`config.mk`:
```
export PLATFORM = sky130hd
export DESIGN_NAME = instruction_fetch_unit_flat
export DESIGN_NICKNAME = d
export VERILOG_FILES = /design/src/rtl/instruction_fetch_unit_if.sv /design/src/rtl/instruction_fetch_unit.sv /design/src/flat_wrapper.sv
export SDC_FILE = /design/constraint.sdc
export NUM_CORES = 1
export LEC_CHECK = 0
export BUFFER_PORTS_ARGS = -buffer_cell sky130_fd_sc_hd__buf_2
export CAP_MARGIN = 25
export CORE_ASPECT_RATIO = 0.7
export CORE_MARGIN = 5
export CORE_UTILIZATION = 45
export CTS_CLUSTER_SIZE = 10
export DETAILED_ROUTE_END_ITERATION = 12
export PLACE_DENSITY = 0.75
export SYNTH_ARGS = -nofsm -noshare
export SYNTH_HDL_FRONTEND = slang
export SYNTH_SLANG_ARGS = --single-unit
```
`constraint.sdc`:
```
create_clock -name clk -period 3.5 [get_ports clk]
set_clock_uncertainty 0.05 [all_clocks]
set_input_delay 0.7 -clock clk [delete_from_list [all_inputs] [get_ports clk]]
set_output_delay 0.7 -clock clk [all_outputs]
set_load 0.03 [all_outputs]
```
`src/rtl/instruction_fetch_unit_if.sv`:
```
// instruction_fetch_unit_if: instruction-memory, decode handshake and redirect signals of the fetch stage.
interface instruction_fetch_unit_if #(
    parameter int AW = 6,
    parameter int IW = 32
);
    logic [AW-1:0] pc_addr;
    logic [IW-1:0] instr_in;
    logic          id_ready;
    logic          branch_taken;
    logic [AW-1:0] branch_target;
    logic          if_valid;
    logic [IW-1:0] if_instr;
    logic [AW-1:0] if_pc;

    modport master (
        output pc_addr, if_valid, if_instr, if_pc,
        input  instr_in, id_ready, branch_taken, branch_target
    );
    modport slave (
        input  pc_addr, if_valid, if_instr, if_pc,
        output instr_in, id_ready, branch_taken, branch_target
    );
endinterface

```
`src/rtl/instruction_fetch_unit.sv`:
```
// instruction_fetch_unit: PC register and IF/ID holding register with stall, branch flush and zero-word halt.
module instruction_fetch_unit #(
    parameter int            AW           = 6,
    parameter int            IW           = 32,
    parameter logic [AW-1:0] RESET_PC     = '0,
    parameter int            HALT_ON_ZERO = 1,
    parameter int            CW           = 16
) (
    input  logic                     clk,
    input  logic                     rst,
    instruction_fetch_unit_if.master bus,
    output logic                     halted,
    output logic [CW-1:0]            fetch_count
);
    typedef enum logic {FETCH, HALT} state_t;

    state_t        state, state_n;
    logic [AW-1:0] pc, pc_n, ipc, ipc_n;
    logic [IW-1:0] instr, instr_n;
    logic          valid, valid_n;
    logic [CW-1:0] cnt_n;
    logic          transfer, slot_free, zero_word;

    assign transfer  = valid && bus.id_ready;
    assign slot_free = !valid || bus.id_ready;
    assign zero_word = (HALT_ON_ZERO != 0) && (bus.instr_in == '0);

    always_ff @(posedge clk or posedge rst) begin
        if (rst) begin
            state       <= FETCH;
            pc          <= RESET_PC;
            valid       <= 1'b0;
            instr       <= '0;
            ipc         <= '0;
            fetch_count <= '0;
        end else begin
            state       <= state_n;
            pc          <= pc_n;
            valid       <= valid_n;
            instr       <= instr_n;
            ipc         <= ipc_n;
            fetch_count <= cnt_n;
        end
    end

    // A redirect wins in either state; zero-word detection only happens when the slot can take a word.
    always_comb begin
        state_n = state;
        pc_n    = pc;
        valid_n = valid;
        instr_n = instr;
        ipc_n   = ipc;
        cnt_n   = (transfer && fetch_count != '1) ? fetch_count + CW'(1) : fetch_count;
        if (bus.branch_taken) begin
            state_n = FETCH;
            pc_n    = bus.branch_target;
            valid_n = 1'b0;
        end else if (state == FETCH && slot_free) begin
            if (zero_word) begin
                state_n = HALT;
                valid_n = 1'b0;
            end else begin
                pc_n    = pc + AW'(1);
                valid_n = 1'b1;
                instr_n = bus.instr_in;
                ipc_n   = pc;
            end
        end
    end

    assign bus.pc_addr  = pc;
    assign bus.if_valid = valid;
    assign bus.if_instr = instr;
    assign bus.if_pc    = ipc;
    assign halted       = (state == HALT);
endmodule

```
`src/flat_wrapper.sv`:
```
// flat-port wrapper written by rule: the top's interface ports become plain ports
module instruction_fetch_unit_flat 
#(
    parameter int            AW           = 6,
    parameter int            IW           = 32,
    parameter logic [AW-1:0] RESET_PC     = '0,
    parameter int            HALT_ON_ZERO = 1,
    parameter int            CW           = 16
)
  (clk, rst, halted, fetch_count, bus_pc_addr, bus_if_valid, bus_if_instr, bus_if_pc, bus_instr_in, bus_id_ready, bus_branch_taken, bus_branch_target);
  instruction_fetch_unit_if #(.AW(AW), .IW(IW)) bus_i ();
  input  logic clk;
  input  logic rst;
  output logic halted;
  output logic [CW-1:0] fetch_count;
  output wire logic [$bits(bus_i.pc_addr)-1:0] bus_pc_addr;
  output wire logic [$bits(bus_i.if_valid)-1:0] bus_if_valid;
  output wire logic [$bits(bus_i.if_instr)-1:0] bus_if_instr;
  output wire logic [$bits(bus_i.if_pc)-1:0] bus_if_pc;
  input wire logic [$bits(bus_i.instr_in)-1:0] bus_instr_in;
  input wire logic [$bits(bus_i.id_ready)-1:0] bus_id_ready;
  input wire logic [$bits(bus_i.branch_taken)-1:0] bus_branch_taken;
  input wire logic [$bits(bus_i.branch_target)-1:0] bus_branch_target;
  assign bus_pc_addr = bus_i.pc_addr;
  assign bus_if_valid = bus_i.if_valid;
  assign bus_if_instr = bus_i.if_instr;
  assign bus_if_pc = bus_i.if_pc;
  assign bus_i.instr_in = bus_instr_in;
  assign bus_i.id_ready = bus_id_ready;
  assign bus_i.branch_taken = bus_branch_taken;
  assign bus_i.branch_target = bus_branch_target;
  instruction_fetch_unit #(.AW(AW), .IW(IW), .RESET_PC(RESET_PC), .HALT_ON_ZERO(HALT_ON_ZERO), .CW(CW)) u_core (.clk(clk), .rst(rst), .bus(bus_i), .halted(halted), .fetch_count(fetch_count));
endmodule
```
Word-level counts from Yosys, hierarchy flattened
Cells that the tools add are included.
{ "totals": {"register_bits": 62, "input_bits": 42, "out_inout_bits": 62} }
{ "classes": {"add_sub_neg": 2, "n_eq_ne": 2, "muxes": 9, "bitwise": 3, "n_reduce_logical": 11} }
{ "ops": {"columns": ["cell", "count"], "rows": [
  ["32-bit zero test", 1],
  ["6-bit two-way mux", 3],
  ["16-bit by 1-bit adder with 16-bit output, second input constant", 1],
  ["16-bit inequality test, second input constant", 1],
  ["6-bit by 1-bit adder with 6-bit output, second input constant", 1],
  ["1-bit two-way mux", 6],
  ["2-bit AND reduction", 2],
  ["2-bit nonzero test", 2],
  ["1-bit logical AND", 3],
  ["1-bit NOT", 3],
  ["3-bit AND reduction", 1],
  ["2-bit inequality test, second input constant", 1],
  ["1-bit zero test", 1],
  ["1-bit logical OR", 1]
]} }

Longest topological paths before layout
Gate-level depths: netlist of the first run.
{ "depth": {"depth_word": 5, "ltp_mapped": 7, "mapped_depth_nobuf": 6} }

Worst setup path after synthesis of the first run
No wires, ideal clock.
{ "synth_timing": {"path_kind": "input-to-reg", "from": "input bus_instr_in[6]", "to": "register u_core.instr[0] (netlist: u_core.bus.if_instr[0])", "setup_ps": 125, "arrival_time_ps": 2199, "slack_ps": 1126, "cell_stages": 7, "n_path_buf": 2, "cell_sequence": "nor4_1 nand4_1 o21bai_1 or3_1 buf_2 buf_2 mux2_2"} }
{ "synth_via": {"elab_chain_len": 3} }
{ "synth_lines": {"columns": ["element", "line_no", "rtl"], "rows": [
  ["start, declared", "flat_wrapper.sv:20", "input wire logic [$bits(bus_i.instr_in)-1:0] bus_instr_in;"],
  ["32-bit zero test", "instruction_fetch_unit.sv:26", "assign zero_word = (HALT_ON_ZERO != 0) && (bus.instr_in == '0);"],
  ["1-bit NOT (no line)", null, null],
  ["3-bit AND reduction (no line)", null, null],
  ["end signal, assigned", "instruction_fetch_unit.sv:40", "instr <= instr_n;"],
  ["end, declared", "instruction_fetch_unit.sv:19", "logic [IW-1:0] instr, instr_n;"]
]} }
No other way between the ends.
A chain may end at the register's enable or synchronous reset.

Worst setup path in the final report of the first run
{ "layout_timing": {"from": "input bus_instr_in[20]", "to": "register u_core.pc[1] (netlist: u_core.bus.pc_addr[1])"} }
{ "layout_via": {"elab_chain_len": 3} }
{ "layout_lines": {"columns": ["element", "line_no", "rtl"], "rows": [
  ["32-bit zero test", "instruction_fetch_unit.sv:26", null],
  ["2-bit inequality test (no line)", null, null],
  ["2-bit AND reduction (no line)", null, null],
  ["end signal, assigned", "instruction_fetch_unit.sv:38", "pc <= pc_n;"],
  ["end, declared", "instruction_fetch_unit.sv:18", "logic [AW-1:0] pc, pc_n, ipc, ipc_n;"]
]} }
No other way between the ends.

==> metrics.cfg, run 1 <==
[pwr]
power.density_nw_per_um2=624.3
ir_drop_mv=0.2992
finalPower_mw=2.194
switchingPower_mw=0.7565
seqPwrFrac=0.421
clkPwrFrac=0.312
internal_power_mw=1.438
p_leak_nw=1.712
switching_share=0.3448
combinationalPowerShare=0.268

[critical_path]
critical_path_required_ns=3.68
cp.arrival_ns=2.68
reg2regPathDepth=5
cp_max_fo=7
start_kind=input pin
endpoint_kind=flip-flop
critical_path_class=input pin to flip-flop

[detailed_routing]
first_pass_iters=4
drtIter0Drc=33
routedWlPerCell_um=15.05
postRouteAntennaNets=0
drc=0
viasPerCell=4.973
drt_wl_total_um=6095
vias=2014

[cells_and_area]
fillers=503
n_antenna_cell=0
areaGrowthSynthToFinish_pct=30.65
layout-drive-gt1-share=0.5061
fin_area_sq_um=3515
layout.nets=369

[clock_network]
cts_root_buffer=clkbuf_8
clk_latency_ns=0.34
cts_buffers=9
clock_sinks=62
clk_pin_slew_ns=0.07
post-cts-setup-buffers=0
tritoncts=yes
ctsHoldBuffers=0
clockBufferDepth=2
cts_resized=0
h-tree-depth=3

[floorplanning]
num_io_pins=104
core-area_sq_um=5756
chipHeight_um=74.69
dieWidth_um=102.4
die_area_sq_um=7649
core.rowCount=23
start_util=0.4674

[timing]
max_slew.worst_pin.slew_ns=0.7537
timing.final.crit_share=0.7143
final_max_slew_viol_count=0
hold_violations=0
fmax_ghz=0.4000
setup_tns_ns=0
rsz0062_at_grt=no
period_needed_ns=2.500
setup_viol=0
holdWs_ns=0.4335
relSlewSlack=0.4975

[placed_design]
numPortBuffers=103
place_congestion=0.7575
hpwl_um=4604
place_area_sq_um=3292

[synthesis]
synth.cells.most_frequent=dfrtp_1 (62), mux2_2 (40), nor2_1 (13), nand2_1 (12), nor4_1 (11)
yosysWarnings=0
ys_types=32
synth_area_leaders=dfrtp_1 (58%), mux2_2 (17%), xor2_1 (3.3%), nor4_1 (2.6%), xnor2_1 (2.0%)
synth_nets=260
yosysTopAreaCellShare=0.5767
syn_area_sq_um=2690
synth_most_common_cell=dfrtp_1
synth_seq_cells=62
synth_ff_type=dfrtp_1
synth_area_per_cell_sq_um=12.45
synth_edf_count=0
async_flop_share=1.000
syn_inst=216
ys_seq_area_frac=0.5767
yosysTopAreaCell=dfrtp_1

[global_route]
grtUsageTotal=0.1716
grt_pass1_wl_um=9880
grt_overflow=0
antenna_found_initial=0
grt_pass1_vias=2053
grt_max_degree=63

[run]
drv_cap=0

[run_status]
outcome=finished clean

[hold_path]
holdPathStages=1
worstHoldPathType=flip-flop to flip-flop

-- worst max-delay path, stage by stage --
cell and delay, ns:
buf_2 0.10, nor4_1 0.40, nand4_1 0.31, o21ai_1 0.52, mux2_2 0.39, mux2_2 0.25
-- logic make-up after synthesis --
family / count (synthesis) / share of synthesized area
muxes: 42 / 0.1767
DFF: 62 / 0.5767
and+or+nand+nor: 66 / 0.1330
xor gates and xnor gates: 16 / 0.05209
AOI/OAI and AO/OA: 14 / 0.02930
buffers and inverters: 14 / 0.02279
adders and majority gates: 2 / 0.009301
-- per-layer routing --
| metal | GRT usage | vias to the layer above | part of all wire |
|---|---|---|---|
| met4 | 0.06841 | 0 | 0.014 |
| met5 | 0 | - | 0 |
| met3 | 0.06944 | 10 | 0.095 |
| li1 | - | 992 | - |
| met2 | 0.2606 | 67 | 0.46 |
| met1 | 0.2223 | 945 | 0.43 |
-- cell type report --
cell class	instances	area [sq um]	area share
clock inverter	7	98.84	0.02812
timing repair buffer	105	543.0	0.1545
clock buffer	9	123.9	0.03524
tap	75	93.84	0.02670
sequential	62	1551	0.4414
inverter	7	26.28	0.007476
multi-input combinational	140	1077	0.3065
-- flip-flops by register name, indices dropped and copies added (netlist names) --
signal	cells
u_core.bus.if_pc	6
u_core.halted	1
u_core.bus.pc_addr	6
u_core.bus.if_valid	1
u_core.bus.if_instr	32
u_core.fetch_count	16
-- path summary, 6_finish.rpt --
path | endpoint | startpoint | slack (ns)
max | u_core.bus.pc_addr[1] | bus_instr_in[20] | 1.0
max in group asynchronous | u_core.fetch_count[9] | rst | 2.38
min | u_core.fetch_count[11] | u_core.fetch_count[11] | 0.43
min reg2reg | u_core.fetch_count[11] | u_core.fetch_count[11] | 0.43
max reg2reg | u_core.fetch_count[1] | u_core.fetch_count[3] | 1.34
min in group asynchronous | u_core.fetch_count[4] | rst | 0.52
-- placed cells by master (no fill, tap or decap), drive strengths merged, types with 3 or more instances in the layout --
cell,count
buf,105
clkbuf,9
clkinv,4
dfrtp,62
inv,7
mux2,41
nand2,12
nand3,7
nand4,6
nor2,14
nor2b,3
nor3,5
nor4,12
o21ai,8
or3,4
xnor2,6
xor2,10
-- power by group through the flow --
stage          registers (mW)  clock network [mW]  logic [mW]
2_1_floorplan            1.15                   0       0.181
3_3_place_gp            0.930                   0       0.587
3_5_place_dp            0.935                   0       0.596
4_1_cts                 0.923               0.706       0.597
5_1_grt                 0.941               0.738       0.632
6_report                0.923               0.684       0.587
-- stage by stage --
step,util,worst slack (ns),std cells
floorplan,-,1.126,216
global placement,0.5720,0.6235,389
detailed placement,0.5720,0.6584,389
CTS,0.6107,1.023,405
global route,0.6107,0.8887,405
finish,0.6107,1.000,405
(Power assumes the default switching activity.)
==> run 2, diff against run 1 <==
- ABC_AREA: default -> 1
- clock period: 3.5 -> 2.05 ns (I/O delays scaled with it)
==> run 2 against run 1 <==
Effect of this change: non-clock buffer count up 7; cell count rose by 47%; global-route usage rose by 2.7 points; highest routed layer unchanged; clock-buffer cell count grew 2; die area is 14% higher; area after synthesis is 16% higher; first-iteration DRC count grew to 5.7 times the previous value; hold slack worse by 0.35 ns; register-to-register slack got worse by 1.1 ns; critical path depth rose by 2.
==> metrics.cfg, run 2 <==
[cells_and_area]
layout-drive-gt1-share=0.2704  ; -0.2357
final_common_cell=nand2_1
instances_no_fill=597  ; +47%
final_cell_mix=nand2_1 (151), buf_2 (103), dfrtp_1 (62)
multi_input_area_sq_um=1393  ; +29%
fillers=666  ; +32%
largest_reg_flops=32  ; unchanged
layout.nets=545  ; +48%
final-seq-area_sq_um=1551  ; unchanged
areaGrowthSynthToFinish_pct=24.82
fin_util=0.5783  ; -0.03232
n_antenna_cell=0  ; unchanged

[synthesis]
synth_compound_area_frac=0.02758  ; -0.001724
synth_edf_count=0  ; unchanged
synth.cells.most_frequent=nand2_1 (151), dfrtp_1 (62), nand4_1 (39), nor2_1 (37), nand3_1 (24)
syn_area_sq_um=3131  ; +16%
synth_seq_cells=62  ; unchanged
synth_area_leaders=dfrtp_1 (50%), nand2_1 (18%), nand4_1 (7.8%), nor2_1 (4.4%), nand3_1 (3.8%)
ys_seq_area_frac=0.4956  ; -0.08114
synth_top_family_by_area=simple AND/OR/NAND/NOR gates
syn_inst=398  ; +84%
yosysTopAreaCellShare=0.4956  ; -0.08114
synth_nets=442  ; +70%
synth_ff_type=dfrtp_1
synth_most_common_cell=nand2_1
yosysTopAreaCell=dfrtp_1
muxShareOfSynthArea=0  ; -0.1767
async_flop_share=1.000  ; unchanged
synth_area_per_cell_sq_um=7.866  ; -37%
yosys.area_share.simple=0.3721  ; +0.2391
synth_xor_area_frac=0.03637  ; -0.01572
synthAdderAreaFrac=0.007994  ; -0.001309
ys_types=26  ; -19%
yosysWarnings=0  ; unchanged

[critical_path]
start_kind=flip-flop
cp.arrival_ns=1.92  ; -0.76 ns
slowest_delay_ns=0.40  ; -0.12 ns
cp_max_fo=17  ; +10
cp_slowest_cell=dfrtp_1
crit_chain=ha_1 -> nand3_2 -> nor3_4 -> nand3_2 -> nand2_4 -> inv_4 -> nand2_1 -> o21ai_0
critical_path_required_ns=2.20  ; -1.48 ns
cpMostUsedCell=nand3_2
critical_path_class=flip-flop to flip-flop
endpoint_kind=flip-flop

[timing]
setup_tns_ns=0  ; unchanged
rsz0062_at_grt=no
setup_viol=0  ; unchanged
final_max_slew_viol_count=0  ; unchanged
timing.final.crit_share=0.8608
setup_ws_ns=0.2854  ; -0.7146 ns
relSlewSlack=0.6754  ; +0.1779
period_needed_ns=1.765
max_slew.worst_pin.slew_ns=0.4836  ; -0.2701 ns
hold_violations=0  ; unchanged
fmax_ghz=0.5667

[clock_network]
cts_buffers=9  ; unchanged
clock_sinks=62  ; unchanged
post-cts-setup-buffers=0  ; unchanged
tritoncts=yes
h-tree-depth=3  ; unchanged
clk_pin_slew_ns=0.06  ; about the same
ctsHoldBuffers=0  ; unchanged
cts_root_buffer=clkbuf_8
cts_resized=0  ; unchanged
clockBufferDepth=2  ; unchanged
clk_latency_ns=0.32  ; -0.02 ns

[floorplanning]
chipHeight_um=79.79  ; +6.8%
core-area_sq_um=6756  ; +17%
num_io_pins=104  ; unchanged
die_area_sq_um=8752  ; +14%
core.rowCount=25  ; +8.7%
dieWidth_um=109.7  ; +7.1%
start_util=0.4633  ; -0.004058

[hold_path]
worstHoldPathType=input pin to asynchronous set/reset pin

[detailed_routing]
drt_wl_total_um=8378  ; +37%
postRouteAntennaNets=0  ; unchanged
vias=3021  ; +50%
drtIter0Drc=188  ; +470%
drc=0  ; unchanged
routedWlPerCell_um=14.03  ; -6.8%
viasPerCell=5.060  ; +1.8%
first_pass_iters=4  ; unchanged

[global_route]
grt_pass1_wl_um=13510  ; +37%
grt_max_degree=63  ; unchanged
grt_overflow=0  ; unchanged
antenna_found_initial=0  ; unchanged
grtUsageTotal=0.1990  ; +0.02740
grt_pass1_vias=2813  ; +37%

[placed_design]
hpwl_um=6270  ; +36%
dpl_worst_slack_ns=0.1973  ; -0.4611 ns
place_congestion=0.8671  ; +14%
numPortBuffers=103  ; unchanged
dp_cells=584  ; +50%

[pwr]
finalPower_mw=3.475  ; +58%
ir_drop_mv=0.4684  ; +57%
p_leak_nw=2.125  ; +24%
power.density_nw_per_um2=889.3  ; +42%

[run_status]
outcome=finished clean

[run]
drv_cap=0  ; unchanged

-- run 2: cell types whose count changed after synthesis, moves of 11 or more --
cell | previous run | this run
nor4_1 | 11 | 0
nand2_1 | 12 | 151
inv_1 | 7 | 22
mux2_2 | 40 | 0
nand4_1 | 6 | 39
nand3_1 | 6 | 24
nor2_1 | 13 | 37
-- run 2: cells by family after synthesis --
kind of cell             Yosys count
AO/OA/AOI/OAI                     16
XOR/XNOR                          13
buffers and inverters             43
flip-flops                        62
adder cells (fa/ha/maj)            2
AND/OR/NAND/NOR                  262
-- run 2: area by class of cell --
type | instances | share of cell area
Clock buffer | 11 | 0.03874
Clock inverter | 2 | 0.002562
Inverter | 23 | 0.02273
Multi-Input combinational cell | 293 | 0.3564
Sequential cell | 62 | 0.3971
Tap cell | 94 | 0.03010
Timing Repair Buffer | 112 | 0.1524
-- run 2: worst max-delay path, delay by kind of cell (launching register included) --
family | cells | cell delay (ns)
compound gates | 1 | 0.07
fa+ha+maj | 1 | 0.22
buf+inv | 1 | 0.11
flops | 1 | 0.40
simple gates | 5 | 0.80
-- run 2: routing by layer --
metal  vias to the layer above  wire, um  track usage
met5                         -         0            0
met4                         0        37      0.04608
met3                         4       673      0.05982
met2                       109      3862       0.3033
met1                      1409      3804       0.2789
li1                       1499         -            -
-- run 2: worst paths after layout --
path	startpoint	endpoint	slack, ns	cells past startpoint
max in group asynchronous	rst	u_core.fetch_count[7]	1.57	3
worst max-delay path	u_core.fetch_count[0]	u_core.fetch_count[13]	0.29	8
worst min register to register	u_core.bus.if_instr[23]	u_core.bus.if_instr[23]	0.41	2
worst min-delay path	rst	u_core.fetch_count[1]	0.08	3
worst max register to register	u_core.fetch_count[0]	u_core.fetch_count[13]	0.29	8
min in group clk	bus_instr_in[25]	u_core.bus.if_instr[25]	0.31	3
-- run 2: per-stage QoR --
| stage | hold WS, ns | area (sq um) |
|---|---|---|
| 2_1_floorplan | 0.5092 | 3131 |
| 3_3_place_gp | 0.3996 | 3746 |
| 3_5_place_dp | 0.4031 | 3746 |
| 4_1_cts | 0.09663 | 3908 |
| 5_1_grt | 0.1134 | 3908 |
| 6_report | 0.08234 | 3908 |
-- run 2: where the power goes --
part | leakage, nW | internal (mW) | switching [mW]
combinational | 1.26 | 0.315 | 0.705
sequential | 0.781 | 1.40 | 0.161
clock | 0.0869 | 0.480 | 0.415
total | 2.12 | 2.19 | 1.28
==> run 3, diff against run 2 <==
--- a/config.mk
+++ b/config.mk
@@ -14,5 +14,5 @@
 export CTS_CLUSTER_SIZE = 10
 export DETAILED_ROUTE_END_ITERATION = 12
-export PLACE_DENSITY = 0.75
+export PLACE_DENSITY_LB_ADDON = 0.2
 export SYNTH_ARGS = -nofsm -noshare
 export SYNTH_HDL_FRONTEND = slang
--- a/constraint.sdc
+++ b/constraint.sdc
@@ -3,3 +3,3 @@
 set_input_delay 0.41 -clock clk [delete_from_list [all_inputs] [get_ports clk]]
 set_output_delay 0.41 -clock clk [all_outputs]
-set_load 0.03 [all_outputs]
+set_load 0.05 [all_outputs]
==> run 3 against run 2 <==
Effect of this change: sequential power about the same; worst setup slack worse by 0.021 ns; non-clock buffer count up 1; sequential share of layout area shrank 0.94 points; global-route usage increased by 0.34 points; clock-buffer cell count is 2 higher; total power increased by 21%; combinational power increased by 26%; final area grew 2.4%; via count up 0.36%; fmax fell by 1.2%; sequential cell count is the same.
==> metrics.cfg, run 3 (synthesis gave the netlist of run 2 again) <==
[run_status]
outcome=finished clean

[floorplanning]
dieWidth_um=109.7  ; unchanged
core-area_sq_um=6756  ; unchanged
core.rowCount=25  ; unchanged
num_io_pins=104  ; unchanged
die_area_sq_um=8752  ; unchanged
chipHeight_um=79.79  ; unchanged
start_util=0.4633  ; unchanged

[global_route]
grtUsageTotal=0.2024  ; +0.003432
antenna_found_initial=0  ; unchanged
grt_pass1_vias=2700  ; -4.0%
grt_max_degree=63  ; unchanged
grt_pass1_wl_um=13590  ; +0.61%
grt_overflow=0  ; unchanged

[detailed_routing]
drc=0  ; unchanged
routedWlPerCell_um=14.29  ; +1.9%
drt_wl_total_um=8591  ; +2.5%
postRouteAntennaNets=0  ; unchanged
first_pass_iters=5  ; +1
viasPerCell=5.045  ; -0.30%
drtIter0Drc=154  ; -18%
vias=3032  ; +0.36%

[clock_network]
clk_latency_ns=0.34  ; +0.02 ns
clockBufferDepth=2  ; unchanged
post-cts-setup-buffers=0  ; unchanged
h-tree-depth=3  ; unchanged
tritoncts=yes
cts_root_buffer=clkbuf_8
clk_pin_slew_ns=0.07  ; about the same
ctsHoldBuffers=0  ; unchanged
cts_resized=0  ; unchanged
clock_sinks=62  ; unchanged
cts_buffers=9  ; unchanged

[cells_and_area]
layout-drive-gt1-share=0.2722  ; +0.001812
largest_reg_flops=32  ; unchanged
n_antenna_cell=0  ; unchanged
final_cell_mix=nand2_1 (151), buf_2 (103), dfrtp_1 (62)
areaGrowthSynthToFinish_pct=27.86
layout.nets=546  ; +0.18%
final_common_cell=nand2_1
instances_no_fill=601  ; +0.67%

[timing]
timing.final.crit_share=0.8711  ; +0.01032
final_max_slew_viol_count=0  ; unchanged
relSlewSlack=0.5967  ; -0.07869
setup_tns_ns=0  ; unchanged
hold_violations=0  ; unchanged
max_slew.worst_pin.slew_ns=0.6009  ; +0.1173 ns
setup_viol=0  ; unchanged
rsz0062_at_grt=no
fmax_ghz=0.5600  ; -1.2%
period_needed_ns=1.786  ; +0.02115 ns

[placed_design]
place_congestion=0.8491  ; -2.1%
dp_cells=585  ; +0.17%
hpwl_um=6206  ; -1.0%
numPortBuffers=103  ; unchanged

[critical_path]
cp_slowest_cell=dfrtp_1
critical_path_class=flip-flop to flip-flop
slowest_delay_ns=0.40  ; about the same
cp_max_fo=17  ; unchanged
cp_top_family=simple AND/OR/NAND/NOR gates
cp.arrival_ns=1.95  ; +0.03 ns
path_buf_inv=1  ; unchanged
crit_chain=ha_1 -> nand3_2 -> nor3_4 -> nand3_2 -> nand2_4 -> inv_4 -> nand2_1 -> o21ai_0
start_kind=flip-flop
cpMostUsedCell=nand3_2
critical_path_required_ns=2.21  ; about the same
endpoint_kind=flip-flop

[pwr]
p_leak_nw=2.166  ; +2.0%
ir_drop_mv=0.5425  ; +16%
power.density_nw_per_um2=1048  ; +18%

[hold_path]
worstHoldPathType=input pin to asynchronous set/reset pin

[run]
drv_cap=0  ; unchanged

==> run 3: layout make-up <==
| class | count | area (sq um) |
|---|---|---|
| Fill cell | 642 | 2754 |
| Tap cell | 94 | 117.6 |
| Clock buffer | 13 | 158.9 |
| Timing Repair Buffer | 113 | 603.1 |
| Clock inverter | 3 | 90.09 |
| Sequential cell | 62 | 1551 |
| Multi-Input combinational cell | 293 | 1393 |
| Inverter | 23 | 88.84 |
==> run 3: path summary, 6_finish.rpt <==
path	slack [ns]	to	startpoint	depth (start not counted)
max in group asynchronous	1.59	u_core.fetch_count[0]	rst	3
worst max register to register	0.26	u_core.fetch_count[13]	u_core.fetch_count[0]	8
worst max-delay path	0.26	u_core.fetch_count[13]	u_core.fetch_count[0]	8
worst min register to register	0.42	u_core.bus.if_pc[3]	u_core.bus.if_pc[3]	2
worst min-delay path	0.08	u_core.bus.if_instr[25]	rst	3
min in group clk	0.28	u_core.bus.if_instr[23]	bus_instr_in[23]	3
==> run 3: worst reg2reg max path, stage by stage (launching register included) <==
cell     delay (ns)
dfrtp_1        0.40
ha_1           0.22
nand3_2        0.14
nor3_4         0.24
nand3_2        0.14
nand2_4        0.20
inv_4          0.13
nand2_1        0.08
o21ai_0        0.07
==> run 3: per-stage QoR <==
step	setup WS (ns)	utilization	total power, mW	hold slack (ns)	area, sq um
finish	0.2642	0.5924	4.194	0.08079	4003
global route	0.1151	0.5924	4.399	0.1030	4003
CTS	0.2713	0.5924	4.233	0.08845	4003
detailed placement	0.1760	0.5556	2.873	0.4049	3754
global placement	0.2314	0.5556	2.856	0.4024	3754
floorplan	0.04860	-	2.524	0.5092	3131
==> run 3: metal layers <==
| metal | GRT usage | share of wire | up-vias |
|---|---|---|---|
| met4 | 0.05355 | 0.010 | 0 |
| met1 | 0.2910 | 0.47 | 1415 |
| li1 | - | - | 1498 |
| met3 | 0.07599 | 0.092 | 7 |
| met5 | 0 | 0 | - |
| met2 | 0.2850 | 0.43 | 112 |
==> run 3: report_power, final <==
group	internal, mW	switching [mW]	leakage (nW)
logic	0.315	0.978	1.26
registers	1.40	0.154	0.781
clock network	0.876	0.473	0.124
